$ cat src/rtl/mips_pkg.sv
// Shared types and defaults for the MIPS fetch path.
package mips_pkg;
    typedef logic [31:0] word_t;

    localparam word_t NOP_INSTR          = 32'h0000_0000;
    localparam word_t DEFAULT_RESET_PC   = 32'h0000_0000;
    localparam int    DEFAULT_IMEM_WORDS = 256;

    // A redirect target must be word aligned and land inside instruction memory.
    function automatic logic target_legal(input word_t t, input word_t words);
        return (t[1:0] == 2'b00) && ({2'b00, t[31:2]} < words);
    endfunction
endpackage

$ cat src/rtl/if_id_register.sv
// IF/ID pipeline register: flush inserts a bubble, stall holds, load captures.
module if_id_register
    import mips_pkg::*;
(
    input  logic  clk,
    input  logic  reset,
    input  logic  load,
    input  logic  flush,
    input  logic  stall,
    input  word_t fetch_instruction,
    input  word_t fetch_pc_plus4,
    output word_t instruction,
    output word_t pc_plus4,
    output logic  valid
);
    always_ff @(posedge clk) begin
        if (reset || flush) begin
            instruction <= NOP_INSTR;
            pc_plus4    <= '0;
            valid       <= 1'b0;
        end else if (load && !stall) begin
            instruction <= fetch_instruction;
            pc_plus4    <= fetch_pc_plus4;
            valid       <= 1'b1;
        end
    end
endmodule

$ cat src/rtl/pc_fetch_unit.sv
// Instruction fetch: PC register, redirect priority, sticky fault and IF/ID stage.
module pc_fetch_unit
    import mips_pkg::*;
#(
    parameter word_t RESET_PC   = DEFAULT_RESET_PC,
    parameter int    IMEM_WORDS = DEFAULT_IMEM_WORDS
) (
    input  logic  clk,
    input  logic  reset,
    input  logic  stall,
    input  logic  branch_taken,
    input  word_t branch_target,
    input  logic  jump,
    input  word_t jump_target,
    input  word_t instruction,
    output word_t imem_address,
    output word_t if_id_instruction,
    output word_t if_id_pc_plus4,
    output logic  if_id_valid,
    output logic  fetch_fault,
    output word_t fetch_count
);
    localparam word_t WRAP_ADDR = word_t'(IMEM_WORDS * 4);
    localparam word_t MEM_WORDS = word_t'(IMEM_WORDS);

    word_t pc, pc_plus4, target;
    logic  redirect, legal, load, flush;

    assign imem_address = pc;
    assign pc_plus4     = pc + 32'd4;
    assign redirect     = jump | branch_taken;
    assign target       = jump ? jump_target : branch_target;
    assign legal        = target_legal(target, MEM_WORDS);
    // Once faulted, every cycle becomes a bubble until reset.
    assign flush        = fetch_fault | redirect;
    assign load         = !flush && !stall;

    always_ff @(posedge clk) begin
        if (reset) begin
            pc          <= RESET_PC;
            fetch_fault <= 1'b0;
            fetch_count <= '0;
        end else if (!fetch_fault) begin
            if (redirect) begin
                if (legal) pc <= target;
                else       fetch_fault <= 1'b1;
            end else if (!stall) begin
                pc          <= (pc_plus4 == WRAP_ADDR) ? RESET_PC : pc_plus4;
                fetch_count <= fetch_count + 32'd1;
            end
        end
    end

    if_id_register u_if_id (
        .clk               (clk),
        .reset             (reset),
        .load              (load),
        .flush             (flush),
        .stall             (stall),
        .fetch_instruction (instruction),
        .fetch_pc_plus4    (pc_plus4),
        .instruction       (if_id_instruction),
        .pc_plus4          (if_id_pc_plus4),
        .valid             (if_id_valid)
    );
endmodule

$ cat config.mk
export PLATFORM = sky130hd
export DESIGN_NAME = pc_fetch_unit
export DESIGN_NICKNAME = d
export VERILOG_FILES = /design/src/rtl/mips_pkg.sv /design/src/rtl/if_id_register.sv /design/src/rtl/pc_fetch_unit.sv
export SDC_FILE = /design/constraint.sdc
export NUM_CORES = 1
export LEC_CHECK = 0
export ABC_AREA = 1
export CAP_MARGIN = 20
export CORE_MARGIN = 2
export CORE_UTILIZATION = 46
export CTS_CLUSTER_DIAMETER = 80
export DETAILED_ROUTE_END_ITERATION = 10
export PLACE_DENSITY_LB_ADDON = 0.05
export SLEW_MARGIN = 20
export SYNTH_ARGS = -nofsm -noshare
export SYNTH_HDL_FRONTEND = slang
export SYNTH_SLANG_ARGS = --single-unit
$ cat constraint.sdc
create_clock -name clk -period 2.1 [get_ports clk]
set_input_delay 0.21 -clock clk [delete_from_list [all_inputs] [get_ports clk]]
set_output_delay 0.21 -clock clk [all_outputs]
set_load 0.03 [all_outputs]
* Word level (Yosys, flattened, before mapping)
Cells that the tools add are included.
W data, S select, Z words.
** Cells by class
- Bitwise gates (word level) :: 5
- Order comparisons :: 1
- Multiplexer cells :: 8
- Equal/unequal tests :: 3
- Reductions and logical operators :: 9
- $add $sub $neg :: 2
** Operators with widths (number)
- $mux W32 :: 5
- $add A32 B1 Y32 const B :: 1
- $add A32 B3 Y32 const B :: 1
- $eq A32 B11 Y1 const B :: 1
- $lt A30 B9 Y1 const B :: 1
- $reduce_and A3 Y1 :: 2
- $ne A2 B1 Y1 const B :: 2
- $logic_and A1 B1 Y1 :: 3
- $mux W1 :: 3
- $not A1 Y1 :: 3
- $logic_not A1 Y1 :: 2
- $logic_not A2 Y1 :: 1
- $or A1 B1 Y1 :: 2
- $logic_or A1 B1 Y1 :: 1
** Word-level totals
- Input port bits :: 101
- Flip-flop bits (word level) :: 130
- Word-level logic and storage cells :: 34

* Logic depth before layout (Yosys ltp)
- Depth in word-level cells :: 6
- Depth in mapped cells :: 16

* By module
Synthesis repeated with hierarchy kept, for this count alone.
** Second synthesis, totals
- Cell total of the unflattened synthesis :: 1166
- Area total of the unflattened synthesis :: 7135.6 um2
** By module, submodules not included
- pc_fetch_unit :: cells each 747, area an instance 4354.2 um2, sequential area each 1301.2 um2, times used 1
- if_id_register :: cells each 419, area an instance 2781.4 um2, sequential area each 1301.2 um2, times used 1

* Least setup slack after synthesis
OpenSTA, ideal clock, no wires.
- Path kind :: register -> register
- From :: register pc[3] (netlist: imem_address[3])
- To :: register pc[1] (netlist: imem_address[1])
- Required time :: 1.972 ns
- Cell stages (with the launch flop) :: 17
- Path buffers :: 0
- Period minus slack after synthesis :: 2.199 ns
- Arrival :: 2.071 ns
- Setup slack :: -0.099 ns
- Cells stage by stage :: dfxtp_1 > ha_1 > nand2_1 > nor2_2 > nand2_1 > nor2_2 > nand2_1 > nand2_1 > nand2_1 > nor2_1 > nand2_1 > nor2_1 > nand3_2 > nand2_1 > nand2_1 > nand2_1 > nor2_1
** On the way
- Cells in the longest elaborated chain, start to end :: 5
** Ends and longest elaborated chain
- start: declaration :: RTL line pc_fetch_unit.sv:26 : word_t pc, pc_plus4, target;
- start signal: assignment :: RTL line pc_fetch_unit.sv:45 : if (legal) pc <= target;
- start signal: assignment :: RTL line pc_fetch_unit.sv:48 : pc <= (pc_plus4 == WRAP_ADDR) ? RESET_PC : pc_plus4;
- $add A32 B3 Y32 :: RTL line pc_fetch_unit.sv:30 : assign pc_plus4 = pc + 32'd4;
- $eq A32 B11 Y1 :: RTL line pc_fetch_unit.sv:48
- $mux W32 :: RTL line pc_fetch_unit.sv:48
- $mux W32 :: RTL line pc_fetch_unit.sv:47 : end else if (!stall) begin
- $mux W32 :: RTL line pc_fetch_unit.sv:44 : if (redirect) begin
Every way passes these cells. The select of a mux whose other input is x is not followed.
A chain may end at the register's enable or synchronous reset.

* Final worst setup path
- From :: register pc[3] (netlist: imem_address[3])
- To :: register pc[10] (netlist: imem_address[10])
** On the way
- Cells in the longest elaborated chain, start to end :: 5
** Ends and longest elaborated chain (RTL line)
- $add A32 B3 Y32 (*) :: pc_fetch_unit.sv:30
- $eq A32 B11 Y1 :: pc_fetch_unit.sv:48
- $mux W32 (*) :: pc_fetch_unit.sv:48
- $mux W32 (*) :: pc_fetch_unit.sv:47
- $mux W32 (*) :: pc_fetch_unit.sv:44
Mark *: on every way between the ends. The rest lies on a longest branch, timed or not. The select of a mux whose other input is x is not followed.

==> run_results.csv <==
group,metric,value,unit
power,power_density,587,nW/um^2
route,top_layer_used,"met4",
clock_network,cts_made_buffers,17,
floorplanning,core_area,13800,sq um
sta,rsz0062_at_grt,"yes",
clock_network,clk_pin_slew,0.06,ns
setup_path,crit_slowest_cell,"dfxtp_2",
setup_path,crit_top_cell,"nand2_1",
global_route,antenna_found_initial,0,
clock_network,insertion_delay,0.43,ns
sta,final-setup-viol-count,4,
setup_path,worstSetupPathType,"register to register",
power,finalPower,6.05,mW
synth,ys_types,37,
run_status,violations,"negative setup slack",
setup_path,crit_family,"simple AND/OR/NAND/NOR gates",
synth,synth-edff-count,0,
synth,synth.avg_cell_area,6.38,sq um
sta,max_freq,0.467,GHz
clock_network,clock_sinks,130,
synth,ys_seq_area_share,40.1,%
synth,yosys_warnings,0,
synth,ys_seq_elements,130,
synth,syn_inst,1018,
layout,drive_above_1_share,14.1,%
clock_network,clk_path_buf_depth,2,
placement,dp_hpwl,15400,um
setup_path,max_stage_delay,0.37,ns
setup_path,critPathMaxFanout,5,
placement,dpl_cell_area,9490,sq um
floorplanning,die_area,15100,sq um
route,drc,0,
power,vdd_ir_drop_max,0.704,mV
route,vias_per_cell,4.92,
synth,synth_area_leader_cell,"dfxtp_1",
route,dr_wl_met3,1970,um
route,drtAntennaViolNets,0,
sta,fin_worst_skew,0.0151,ns
setup_path,cp_num_buf_inv,3,
run,maxCapViolCount,0,
synth,synth_top_area_share,40.1,%
floorplanning,initial_core_util,47.0,%
floorplanning,rows,43,
route,wl_met2,9860,um
clock_network,cts_htree_levels,4,
run_status,outcome,"finished with violations",
setup_path,worstPathArrival,2.44,ns
placement,io_buffers,230,
route,drt_iter0_drc,487,
floorplanning,fp.dieW,123,um
route,m1WireLength,8810,um
sta,slew_violations,0,
layout,nets,1419,
setup_path,worstSetupStartpointType,"register",
floorplanning,io_pins,231,
synth,yosys-top-cells-area,"dfxtp_1, nand2_1, a21oi_1, inv_1, nor2_1",
route,dr.pass1.iters,9,
sta,min_period,2.14,ns
floorplanning,die_h,123,um
sta,slew_headroom,56.8,%
power,leakagePower,4.24,nW
synth,synth_nets,1121,
global_route,grt_overflow,0,
sta,timing_hold_violations_final,0,
global_route,grt_use_total,27.2,%
sta,period_share,102,%
synth,synth_area,6500,sq um
synth,synth_flop_cell,"dfxtp_1",
clock_network,cts_tree,"done",
hold_path,hp-class,"input pin to register",
route,wl_per_cell,13.9,um
setup_path,cp.required,2.40,ns
route,routed-via-count,7411,
sta,tns,-0.130,ns
global_route,grt_pass1_wl,32500,um
synth,async_flop_share,0,%
layout,antennaDiodeCount,0,
placement,gp_congestion,0.906,
sta,tightest_slew,0.647,ns
global_route,grt_max_degree,46,
sta,layout_setup_ws,-0.0409,ns
layout,fin_area,10300,sq um
global_route,grt_pass1_vias,6905,
clock_network,root_buffer,"clkbuf_16",
setup_path,cp_cell_sequence,"ha_4 -> buf_4 -> nand3_2 -> nor2_2 -> nand2_2 -> inv_4 -> nand2_1 -> nand2_1 -> nand2_2 -> nor2_1 -> nand2_1 -> nor2_2 -> nand3_2 -> buf_4 -> nand3_1 -> a21oi_1",
setup_path,cp-end-kind,"register",
layout,area.growth.synth_to_final,58.8,%
route,drt_wl_total,21000,um
[metrics by stage]
stage	hold slack [ns]	setup slack, ns	cells	utilization [%]
2_1_floorplan	0.355	0.0433	1018	-
3_3_place_gp	0.451	-0.207	1469	68.6
3_5_place_dp	0.455	-0.282	1469	68.6
4_1_cts	0.0745	0.00324	1501	73.4
5_1_grt	0.0912	-0.123	1507	74.6
6_report	0.0769	-0.0409	1507	74.6
[state kept, by name, indices dropped and copies added, names as in the netlist]
name                 flops
u_if_id.valid            1
u_if_id.instruction     32
u_if_id.pc_plus4        32
fetch_count             32
fetch_fault              1
imem_address            32
[cells in the final DEF, fill, tap and decap left out, drive strengths merged]
master / netlist / layout
a211oi: 3 / 3
a21oi: 79 / 79
a31oi: 2 / 2
and2: 3 / 3
buf: 15 / 90
bufinv: 0 / 3
clkbuf: 25 / 21
clkdlybuf4s50: 0 / 228
clkinv: 0 / 5
dfxtp: 130 / 130
dlymetal6s2s: 0 / 1
ha: 2 / 2
inv: 105 / 106
nand2: 408 / 408
nand3: 39 / 39
nand3b: 6 / 6
nand4: 19 / 19
nor2: 110 / 110
nor3: 26 / 26
nor3b: 4 / 4
nor4: 3 / 3
o211ai: 4 / 4
o21a: 1 / 1
o21ai: 16 / 16
o21bai: 1 / 1
o221a: 1 / 1
o22a: 1 / 1
or2: 1 / 1
xnor2: 3 / 3
xor2: 11 / 11
[power breakdown]
group	internal, mW	switching, mW
Sequential	2.48	0.0188
Combinational	0.298	0.260
Clock	1.91	1.08
Total	4.70	1.35
[area by class of cell]
class                   count  area (sq um)
fillers                  1096          3510
multi-input cells         743          3470
repair buffers            319          3010
flip-flops and latches    130          2620
clock buffers              21           460
inverters                 105           399
well taps                 180           225
clock inverters             9           131
[repair_timing]
item                       4_1_cts  5_1_grt
gates resized for setup         16       45
setup buffers                    2        6
setup endpoints to repair        5       31
pin swaps                        8       20
hold buffers                     0        0
[metal layers]
layer,GRT usage (%),up-vias
met5,0,-
met4,7.76,0
met3,10.0,30
met2,44.9,265
met1,33.2,3323
li1,-,3793
[path summary, 6_finish.rpt]
path                            cells after the start                       to               startpoint  slack (ns)
worst max-delay path                               16         imem_address[10]          imem_address[3]       -0.04
worst min-delay path                                2         imem_address[24]                    reset        0.08
worst max register to register                     16         imem_address[10]          imem_address[3]       -0.04
worst min register to register                      2  u_if_id.instruction[19]  u_if_id.instruction[19]        0.46
[cell families (layout without fill, tap and decap cells)]
| logic type | Yosys count | in the layout | share of synthesized area [%] |
|---|---|---|---|
| AOI/OAI and AO/OA | 108 | 108 | 8.86 |
| xor gates and xnor gates | 14 | 14 | 1.89 |
| adders and majority gates | 2 | 2 | 0.385 |
| buffers and inverters | 145 | 454 | 8.94 |
| DFF | 130 | 130 | 40.1 |
| and+or+nand+nor | 619 | 619 | 39.9 |
[synth_stat cells (2+ instances only)]
cell      number
xor2_1        11
buf_4          3
inv_2          4
ha_1           2
xnor2_1        3
nand2_2        3
buf_1          2
nand3_1       37
and2_1         3
nor3b_1        4
nand4_1       19
nand2_1      405
buf_2          8
a31oi_1        2
o211ai_1       4
clkbuf_1      25
nor2_1       100
buf_6          2
dfxtp_1      130
o21ai_0       16
nor2_2         7
a21oi_1       79
nor4_1         3
inv_1        101
a211oi_1       3
nor3_1        24
nor2_4         2
nand3b_1       6
nand3_2        2
Power figures use the tool's default switching activity.
